$ cat config.mk
export PLATFORM = sky130hd
export DESIGN_NAME = pll_lock_guard_flat
export DESIGN_NICKNAME = d
export VERILOG_FILES = /design/src/rtl/pll_pkg.sv /design/src/rtl/pll_lock_guard_if.sv /design/src/rtl/sync_2ff.sv /design/src/rtl/pll_lock_guard.sv /design/src/flat_wrapper.sv
export SDC_FILE = /design/constraint.sdc
export NUM_CORES = 1
export LEC_CHECK = 0
export CORE_MARGIN = 4
export CORE_UTILIZATION = 46
export CTS_CLUSTER_DIAMETER = 30
export CTS_CLUSTER_SIZE = 30
export DETAILED_ROUTE_END_ITERATION = 16
export PLACE_DENSITY = 0.65
export SYNTH_ARGS = -nofsm -noshare
export SYNTH_HDL_FRONTEND = slang
export SYNTH_HIERARCHICAL = 1
export SYNTH_SLANG_ARGS = --single-unit
export TNS_END_PERCENT = 30
$ cat constraint.sdc
create_clock -name clk_sys -period 3 [get_ports clk_sys]
set_clock_uncertainty 0.1 [all_clocks]
set_input_delay 0.6 -clock clk_sys [delete_from_list [all_inputs] [get_ports clk_sys]]
set_output_delay 0.6 -clock clk_sys [all_outputs]
set_load 0.01 [all_outputs]
$ cat src/rtl/pll_pkg.sv
// Shared types and constants for the PLL reconfiguration slice: guard FSM states,
// default guard timings and the reconfig register map used by the sequencer.
package pll_pkg;

  typedef enum logic [2:0] {
    ST_WAIT_LOCK = 3'd0,
    ST_STABLE    = 3'd1,
    ST_RUN       = 3'd2,
    ST_CFG       = 3'd3,
    ST_ARESET    = 3'd4,
    ST_FAIL      = 3'd5
  } pll_guard_state_t;

  localparam int PLL_STABLE_CYCLES_DEF  = 1024;
  localparam int PLL_TIMEOUT_CYCLES_DEF = 1048576;
  localparam int PLL_ARESET_CYCLES_DEF  = 16;
  localparam int PLL_MAX_RETRIES_DEF    = 3;
  localparam int PLL_CNT_W_DEF          = 21;

  // Reconfig register addresses driven by the sequencer.
  localparam logic [5:0] RCFG_ADDR_MODE   = 6'h00;
  localparam logic [5:0] RCFG_ADDR_STATUS = 6'h01;
  localparam logic [5:0] RCFG_ADDR_START  = 6'h02;
  localparam logic [5:0] RCFG_ADDR_N_CNT  = 6'h03;
  localparam logic [5:0] RCFG_ADDR_M_CNT  = 6'h04;
  localparam logic [5:0] RCFG_ADDR_C_CNT  = 6'h05;

  function automatic logic [2:0] retry_inc(input logic [2:0] r);
    return (r == 3'd7) ? 3'd7 : r + 3'd1;
  endfunction

endpackage

$ cat src/rtl/pll_lock_guard_if.sv
// Guard-side bundle: sequencer/PLL status in, core/PLL control and debug out.
// All signals are level-sensitive; there is no valid/ready handshake on this bundle.
interface pll_lock_guard_if;
  logic       cfg_running;
  logic       pll_locked;
  logic       core_reset;
  logic       pll_areset;
  logic       lock_fail;
  logic [2:0] retry_count;
  logic [2:0] state_dbg;

  modport master (
    input  cfg_running, pll_locked,
    output core_reset, pll_areset, lock_fail, retry_count, state_dbg
  );

  modport slave (
    output cfg_running, pll_locked,
    input  core_reset, pll_areset, lock_fail, retry_count, state_dbg
  );
endinterface

$ cat src/rtl/sync_2ff.sv
// Two-flop synchroniser for asynchronous level inputs; resets to zero.
module sync_2ff #(
  parameter int WIDTH = 1
) (
  input  logic             clk,
  input  logic             rst_n,
  input  logic [WIDTH-1:0] d,
  output logic [WIDTH-1:0] q
);
  logic [WIDTH-1:0] meta;

  always_ff @(posedge clk or negedge rst_n) begin
    if (!rst_n) begin
      meta <= '0;
      q    <= '0;
    end else begin
      meta <= d;
      q    <= meta;
    end
  end
endmodule

$ cat src/rtl/pll_lock_guard.sv
// Holds the core in reset through PLL reconfiguration and until lock is stable;
// retries PLL areset on lock timeout and latches a failure once retries run out.
module pll_lock_guard
  import pll_pkg::*;
#(
  parameter int STABLE_CYCLES  = PLL_STABLE_CYCLES_DEF,
  parameter int TIMEOUT_CYCLES = PLL_TIMEOUT_CYCLES_DEF,
  parameter int ARESET_CYCLES  = PLL_ARESET_CYCLES_DEF,
  parameter int MAX_RETRIES    = PLL_MAX_RETRIES_DEF,
  parameter int CNT_W          = PLL_CNT_W_DEF
) (
  input  logic             clk_sys,
  input  logic             reset_n,
  pll_lock_guard_if.master bus
);

  pll_guard_state_t state_q, state_d;
  logic [CNT_W-1:0] cnt_q, cnt_d;
  logic [2:0]       retry_q, retry_d;
  logic             core_reset_q, pll_areset_q, lock_fail_q;
  logic             locked_s;

  sync_2ff #(.WIDTH(1)) u_lock_sync (
    .clk   (clk_sys),
    .rst_n (reset_n),
    .d     (bus.pll_locked),
    .q     (locked_s)
  );

  always_comb begin
    state_d = state_q;
    cnt_d   = cnt_q;
    retry_d = retry_q;
    // Reconfiguration pre-empts everything, including a timeout in the same cycle.
    if (bus.cfg_running && state_q != ST_CFG) begin
      state_d = ST_CFG;
      cnt_d   = '0;
      retry_d = '0;
    end else begin
      unique case (state_q)
        ST_WAIT_LOCK: begin
          if (locked_s) begin
            state_d = ST_STABLE;
            cnt_d   = '0;
          end else if (cnt_q == CNT_W'(TIMEOUT_CYCLES - 1)) begin
            cnt_d = '0;
            if (retry_q < 3'(MAX_RETRIES)) begin
              state_d = ST_ARESET;
              retry_d = retry_inc(retry_q);
            end else begin
              state_d = ST_FAIL;
            end
          end else begin
            cnt_d = cnt_q + CNT_W'(1);
          end
        end
        ST_STABLE: begin
          // Loss of lock takes precedence over reaching the stable count.
          if (!locked_s) begin
            state_d = ST_WAIT_LOCK;
            cnt_d   = '0;
          end else if (cnt_q == CNT_W'(STABLE_CYCLES - 1)) begin
            state_d = ST_RUN;
            cnt_d   = '0;
            retry_d = '0;
          end else begin
            cnt_d = cnt_q + CNT_W'(1);
          end
        end
        ST_RUN: begin
          if (!locked_s) begin
            state_d = ST_WAIT_LOCK;
            cnt_d   = '0;
          end
        end
        ST_CFG: begin
          if (!bus.cfg_running) begin
            state_d = ST_WAIT_LOCK;
            cnt_d   = '0;
          end
        end
        ST_ARESET: begin
          if (cnt_q == CNT_W'(ARESET_CYCLES - 1)) begin
            state_d = ST_WAIT_LOCK;
            cnt_d   = '0;
          end else begin
            cnt_d = cnt_q + CNT_W'(1);
          end
        end
        ST_FAIL: begin
          state_d = ST_FAIL;
        end
        default: begin
          state_d = ST_WAIT_LOCK;
          cnt_d   = '0;
        end
      endcase
    end
  end

  // Outputs are decoded from the next state so they move on the entering edge.
  always_ff @(posedge clk_sys or negedge reset_n) begin
    if (!reset_n) begin
      state_q      <= ST_WAIT_LOCK;
      cnt_q        <= '0;
      retry_q      <= '0;
      core_reset_q <= 1'b1;
      pll_areset_q <= 1'b0;
      lock_fail_q  <= 1'b0;
    end else begin
      state_q      <= state_d;
      cnt_q        <= cnt_d;
      retry_q      <= retry_d;
      core_reset_q <= (state_d != ST_RUN);
      pll_areset_q <= (state_d == ST_ARESET);
      lock_fail_q  <= (state_d == ST_FAIL);
    end
  end

  assign bus.core_reset  = core_reset_q;
  assign bus.pll_areset  = pll_areset_q;
  assign bus.lock_fail   = lock_fail_q;
  assign bus.retry_count = retry_q;
  assign bus.state_dbg   = state_q;

endmodule

$ cat src/flat_wrapper.sv
// flat-port wrapper written by rule: the top's interface ports become plain ports
module pll_lock_guard_flat import pll_pkg::*;
#(
  parameter int STABLE_CYCLES  = PLL_STABLE_CYCLES_DEF,
  parameter int TIMEOUT_CYCLES = PLL_TIMEOUT_CYCLES_DEF,
  parameter int ARESET_CYCLES  = PLL_ARESET_CYCLES_DEF,
  parameter int MAX_RETRIES    = PLL_MAX_RETRIES_DEF,
  parameter int CNT_W          = PLL_CNT_W_DEF
)
  (clk_sys, reset_n, bus_cfg_running, bus_pll_locked, bus_core_reset, bus_pll_areset, bus_lock_fail, bus_retry_count, bus_state_dbg);
  pll_lock_guard_if bus_i ();
  input  logic clk_sys;
  input  logic reset_n;
  input wire logic [$bits(bus_i.cfg_running)-1:0] bus_cfg_running;
  input wire logic [$bits(bus_i.pll_locked)-1:0] bus_pll_locked;
  output wire logic [$bits(bus_i.core_reset)-1:0] bus_core_reset;
  output wire logic [$bits(bus_i.pll_areset)-1:0] bus_pll_areset;
  output wire logic [$bits(bus_i.lock_fail)-1:0] bus_lock_fail;
  output wire logic [$bits(bus_i.retry_count)-1:0] bus_retry_count;
  output wire logic [$bits(bus_i.state_dbg)-1:0] bus_state_dbg;
  assign bus_i.cfg_running = bus_cfg_running;
  assign bus_i.pll_locked = bus_pll_locked;
  assign bus_core_reset = bus_i.core_reset;
  assign bus_pll_areset = bus_i.pll_areset;
  assign bus_lock_fail = bus_i.lock_fail;
  assign bus_retry_count = bus_i.retry_count;
  assign bus_state_dbg = bus_i.state_dbg;
  pll_lock_guard #(.STABLE_CYCLES(STABLE_CYCLES), .TIMEOUT_CYCLES(TIMEOUT_CYCLES), .ARESET_CYCLES(ARESET_CYCLES), .MAX_RETRIES(MAX_RETRIES), .CNT_W(CNT_W)) u_core (.clk_sys(clk_sys), .reset_n(reset_n), .bus(bus_i));
endmodule
Word level (Yosys, flattened, before mapping)
Index checks and enable logic that the tools add are counted.
{ "word_totals": {"ff_bits": 32, "in_bits": 4, "output_inout_bits": 9} }
{ "op_classes": {"addsub": 2, "order_cmp": 1, "n_eq_ne": 21, "n_mux": 27, "reduce_logical": 5} }
{ "op_table": {"columns": ["op", "count"], "rows": [
  ["21-bit two-way mux", 8],
  ["21-bit case mux with 6 select lines", 1],
  ["3-bit two-way mux", 15],
  ["21-bit by 1-bit adder with 21-bit output, second input constant", 1],
  ["21-bit by 10-bit == test with 1-bit output, second input constant", 1],
  ["21-bit by 20-bit == test with 1-bit output, second input constant", 1],
  ["21-bit by 4-bit == test with 1-bit output, second input constant", 1],
  ["3-bit by 2-bit != test with 1-bit output, second input constant", 6],
  ["3-bit case mux with 6 select lines", 1],
  ["3-bit == test, second input constant", 5],
  ["3-bit by 1-bit != test with 1-bit output, second input constant", 3],
  ["3-bit by 2-bit == test with 1-bit output, second input constant", 2],
  ["3-bit case mux with 2 select lines", 1],
  ["6-bit AND reduction", 1],
  ["3-bit by 1-bit adder with 3-bit output, second input constant", 1],
  ["3-bit by 1-bit == test with 1-bit output, second input constant", 1],
  ["3-bit logical NOT", 1],
  ["3-bit by 2-bit < comparator with 1-bit output, second input constant", 1],
  ["3-bit AND reduction", 1],
  ["3-bit nonzero test", 1],
  ["2-bit by 1-bit != test with 1-bit output, second input constant", 1],
  ["1-bit logical AND", 1],
  ["1-bit two-way mux", 1]
]} }

Longest topological paths before layout
{ "logic_depth": {"ltp_word": 7, "ltp_mapped": 8, "depth_no_buf": 7} }

Hierarchy
The synthesis kept the hierarchy.
{ "by_module_without_submodules": {"columns": ["mod", "n_inst", "cells_per_inst", "area_per_inst_um2"], "rows": [
  ["pll_lock_guard", 1, 192, 1726.7],
  ["sync_2ff", 1, 2, 50.0]
]} }

Worst setup path before layout
Ideal clock, no wire load.
{ "synth_path": {"path_kind": "register to register", "start": "reg u_core.cnt_q[0]", "end": "reg u_core.cnt_q[15]", "t_arrival_ns": 1.862, "required_ns": 2.781, "path_slack_ns": 0.919, "stages_incl_launch_ff": 9, "n_path_buf": 1, "period_less_slack_ns": 2.081, "path_cell_list": "dfrtp_1 > ha_1 > and4b_1 > nand4_1 > o41ai_4 > a31oi_4 > nor2_4 > buf_6 > nor2_1"} }
{ "synth_between": {"elab_chain_cells": 5, "word_cells_on_any_way": 11, "cone_classes": "1 x add/sub; 3 x eq/ne; 7 x mux"} }
{ "synth_rtl": {"columns": ["element", "line", "text"], "rows": [
  ["start, declared", "pll_lock_guard.sv:18", "logic [CNT_W-1:0] cnt_q, cnt_d;"],
  ["start signal, assigned", "pll_lock_guard.sv:112", "cnt_q <= cnt_d;"],
  ["21-bit by 1-bit adder with 21-bit output (tied with other cells)", "pll_lock_guard.sv:54, pll_lock_guard.sv:67, pll_lock_guard.sv:87", null],
  ["21-bit two-way mux (on tied branches)", "pll_lock_guard.sv:62, pll_lock_guard.sv:45", null],
  ["21-bit two-way mux (on tied branches)", "pll_lock_guard.sv:59, pll_lock_guard.sv:42", null],
  ["21-bit case mux with 6 select lines (*)", "pll_lock_guard.sv:40", "unique case (state_q)"],
  ["21-bit two-way mux (*)", "pll_lock_guard.sv:35", "if (bus.cfg_running && state_q != ST_CFG) begin"]
]} }
Mark *: on every way between the ends. The rest lies on a longest branch, timed or not.
A chain may end at the register's enable or synchronous reset.

Worst setup path in the final report
{ "layout_path": {"start": "reg u_core.cnt_q[0]", "end": "reg u_core.cnt_q[16]"} }
Same word-level chain as after synthesis.

==> out/results.ini <==
[grt]
gr-total-overflow=0
grt_max_degree=33
antenna_found_initial=0
grtUsageTotal_pct=16.96
grt_pass1_wl_um=6541
first_global_vias=1408

[worst_setup_path]
end_kind=flop
critical_path_class=flop to flop
required_ns=3.05
arrival_ns=2.53
max_stage_delay_ns=0.47
worst_path_dominant_cell_family=simple AND/OR/NAND/NOR gates
crit_slowest_cell=o41ai_4
r2r_slack_ns=0.52
path_buf_inv=0
crit_path_start_kind=flop
path_max_fanout=16
cp_cell_sequence=ha_1 -> and4b_1 -> nand4_1 -> o41ai_4 -> a31oi_4 -> nor2_4 -> nor2_1

[min_path]
min_path_type=flop to flop

[synthesis]
synth.net_count=200
synth_flop_cell=dfrtp_1
async_flop_share_pct=100.0
synth_most_common_cell=dfrtp_1
syn_area_um2=1777
netlist_instances=194
seq_area_frac_synth_pct=45.14
synth_area_leaders=dfrtp_1 (44%), xnor2_1 (6.4%), nand2_1 (5.5%)
synthTopCellsByCount=dfrtp_1 (31), nand2_1 (26), nor2_1 (25)
synthDistinctLibCells=44
synth-edff-count=0
yosys_warnings=6
synth_top_area_cell=dfrtp_1
synth.top_cell.area_share_pct=43.66
syn_area_per_cell_um2=9.158
ys_seq_elements=32

[power_and_ir_drop]
p_leak_uw=0.0007815
powerDensity_nw_per_um2=534.0
irDropWorstVdd_mv=0.2536

[detailed_routing]
drcViolationCount=0
drt_first_pass_iters=4
final_antenna_net_count=0
routed_wl_um=3826
routedWlPerCell_um=14.83
post_drt_via_cell_ratio=5.640
vias=1455
first_iter_violations=145

[floorplan]
die_width_um=70.15
rows=22
die_h_um=70.15
io_pins=13
start_util_pct=48.17
dieArea_um2=4921
core_um2=3689

[finish]
regArea_um2=802.0
antenna_cells=0
fin_nets=215
multi_input_area_um2=918.4
n_fill_cell=354
final_area_um2=2016
area_growth_pct=13.45
drive_above_1_share_pct=7.619

[placement]
hpwl_um=2679
io_buffers=12
placement.cell_area_um2=1934
globalplace.congestion=0.8817

[timing]
grt_setup_unrepaired=false
final_hold_viol_count=0
final.setup.tns_ns=0
fin_crit_ns=2.482
drv_slew=0
tightestPinTransition_ns=0.5123
relSlewSlack_pct=65.49
setup_viol=0
max_freq_mhz=402.8
finalCritPeriodShare_pct=82.75

[clocking]
clock-sinks=32
clockRootBuffer=clkbuf_8
clk_latency_ns=0.28
cts_resized=0
cts_buffers=5
clockBufferDepth=2
holdBufCountCts=0
clk_pin_slew_worst_paths_ns=0.07
cts_htree_levels=2
post_cts_buffers=0
cts_tree=done

[job]
drv_cap=0

[status]
outcome=finished clean

-- report_power, final --
| part | internal (uW) | switching, uW | total (uW) |
|---|---|---|---|
| Combinational | 98.2 | 158 | 256 |
| Sequential | 457 | 47.6 | 505 |
| Clock | 163 | 153 | 316 |
-- sequential cells by signal, summed over array words and instances (netlist names) --
name,count
u_core/u_lock_sync/q,1
u_core/u_lock_sync/meta,1
u_core/bus.state_dbg,3
u_core/bus.lock_fail,1
u_core/bus.retry_count,3
u_core/cnt_q,21
u_core/bus.pll_areset,1
u_core/bus.core_reset,1
-- final cells by class --
class | count | area share [%]
tap | 48 | 2.980
multi-input combinational | 151 | 45.56
timing repair buffer | 14 | 6.704
clock inverter | 1 | 0.2483
clock buffer | 7 | 3.786
inverter | 5 | 0.9311
sequential | 32 | 39.79
-- kinds of logic after synthesis --
logic type | after synthesis | share of synthesized area [%]
xor gates and xnor gates | 16 | 7.888
adders and majority gates | 2 | 1.408
and+or+nand+nor | 109 | 31.69
AOI/OAI and AO/OA | 24 | 10.70
buffers and inverters | 11 | 3.169
DFF | 32 | 45.14
-- cell usage in the layout (no fill, tap or decap), types with 5 or more instances in the layout --
master           count
dfrtp_1             31
nor4_1               7
clkbuf_8             5
nor2_1              25
xnor2_1             13
nand4_1              5
nor3_1               9
inv_1                5
nand3_1              9
clkdlybuf4s50_1     12
o21ai_0              7
nand2_1             26
-- final timing paths --
kind / start / end / depth (start not counted)
worst max-delay path: u_core/cnt_q[0] / u_core/cnt_q[16] / 7
worst min-delay path: u_core/u_lock_sync/meta / u_core/u_lock_sync/q / 0
worst max register to register: u_core/cnt_q[0] / u_core/cnt_q[16] / 7
worst min register to register: u_core/u_lock_sync/meta / u_core/u_lock_sync/q / 0
max in group asynchronous: reset_n / u_core/bus.core_reset / 2
min in group asynchronous: reset_n / u_core/cnt_q[5] / 2
-- per-layer routing --
layer	routed length (um)	part of all wire, %	global-route usage (%)	up-vias
met5	0	0	0	-
met1	1705	45	21.27	706
met4	19	0.50	5.745	0
li1	-	-	-	711
met2	1922	50	27.70	36
met3	180	4.7	5.180	2
-- through the flow --
step / hold WS (ns) / utilization [%] / total power (uW) / setup WS, ns / cells
floorplan: 0.2044 / - / 691.3 / 0.9191 / 194
global placement: 0.2329 / 52.44 / 759.0 / 0.2909 / 250
detailed placement: 0.2372 / 52.44 / 766.0 / 0.2329 / 250
CTS: 0.2552 / 54.65 / 1088 / 0.5189 / 258
global route: 0.2584 / 54.65 / 1137 / 0.3296 / 258
finish: 0.2526 / 54.65 / 1076 / 0.5176 / 258
(Power assumes the default switching activity.)
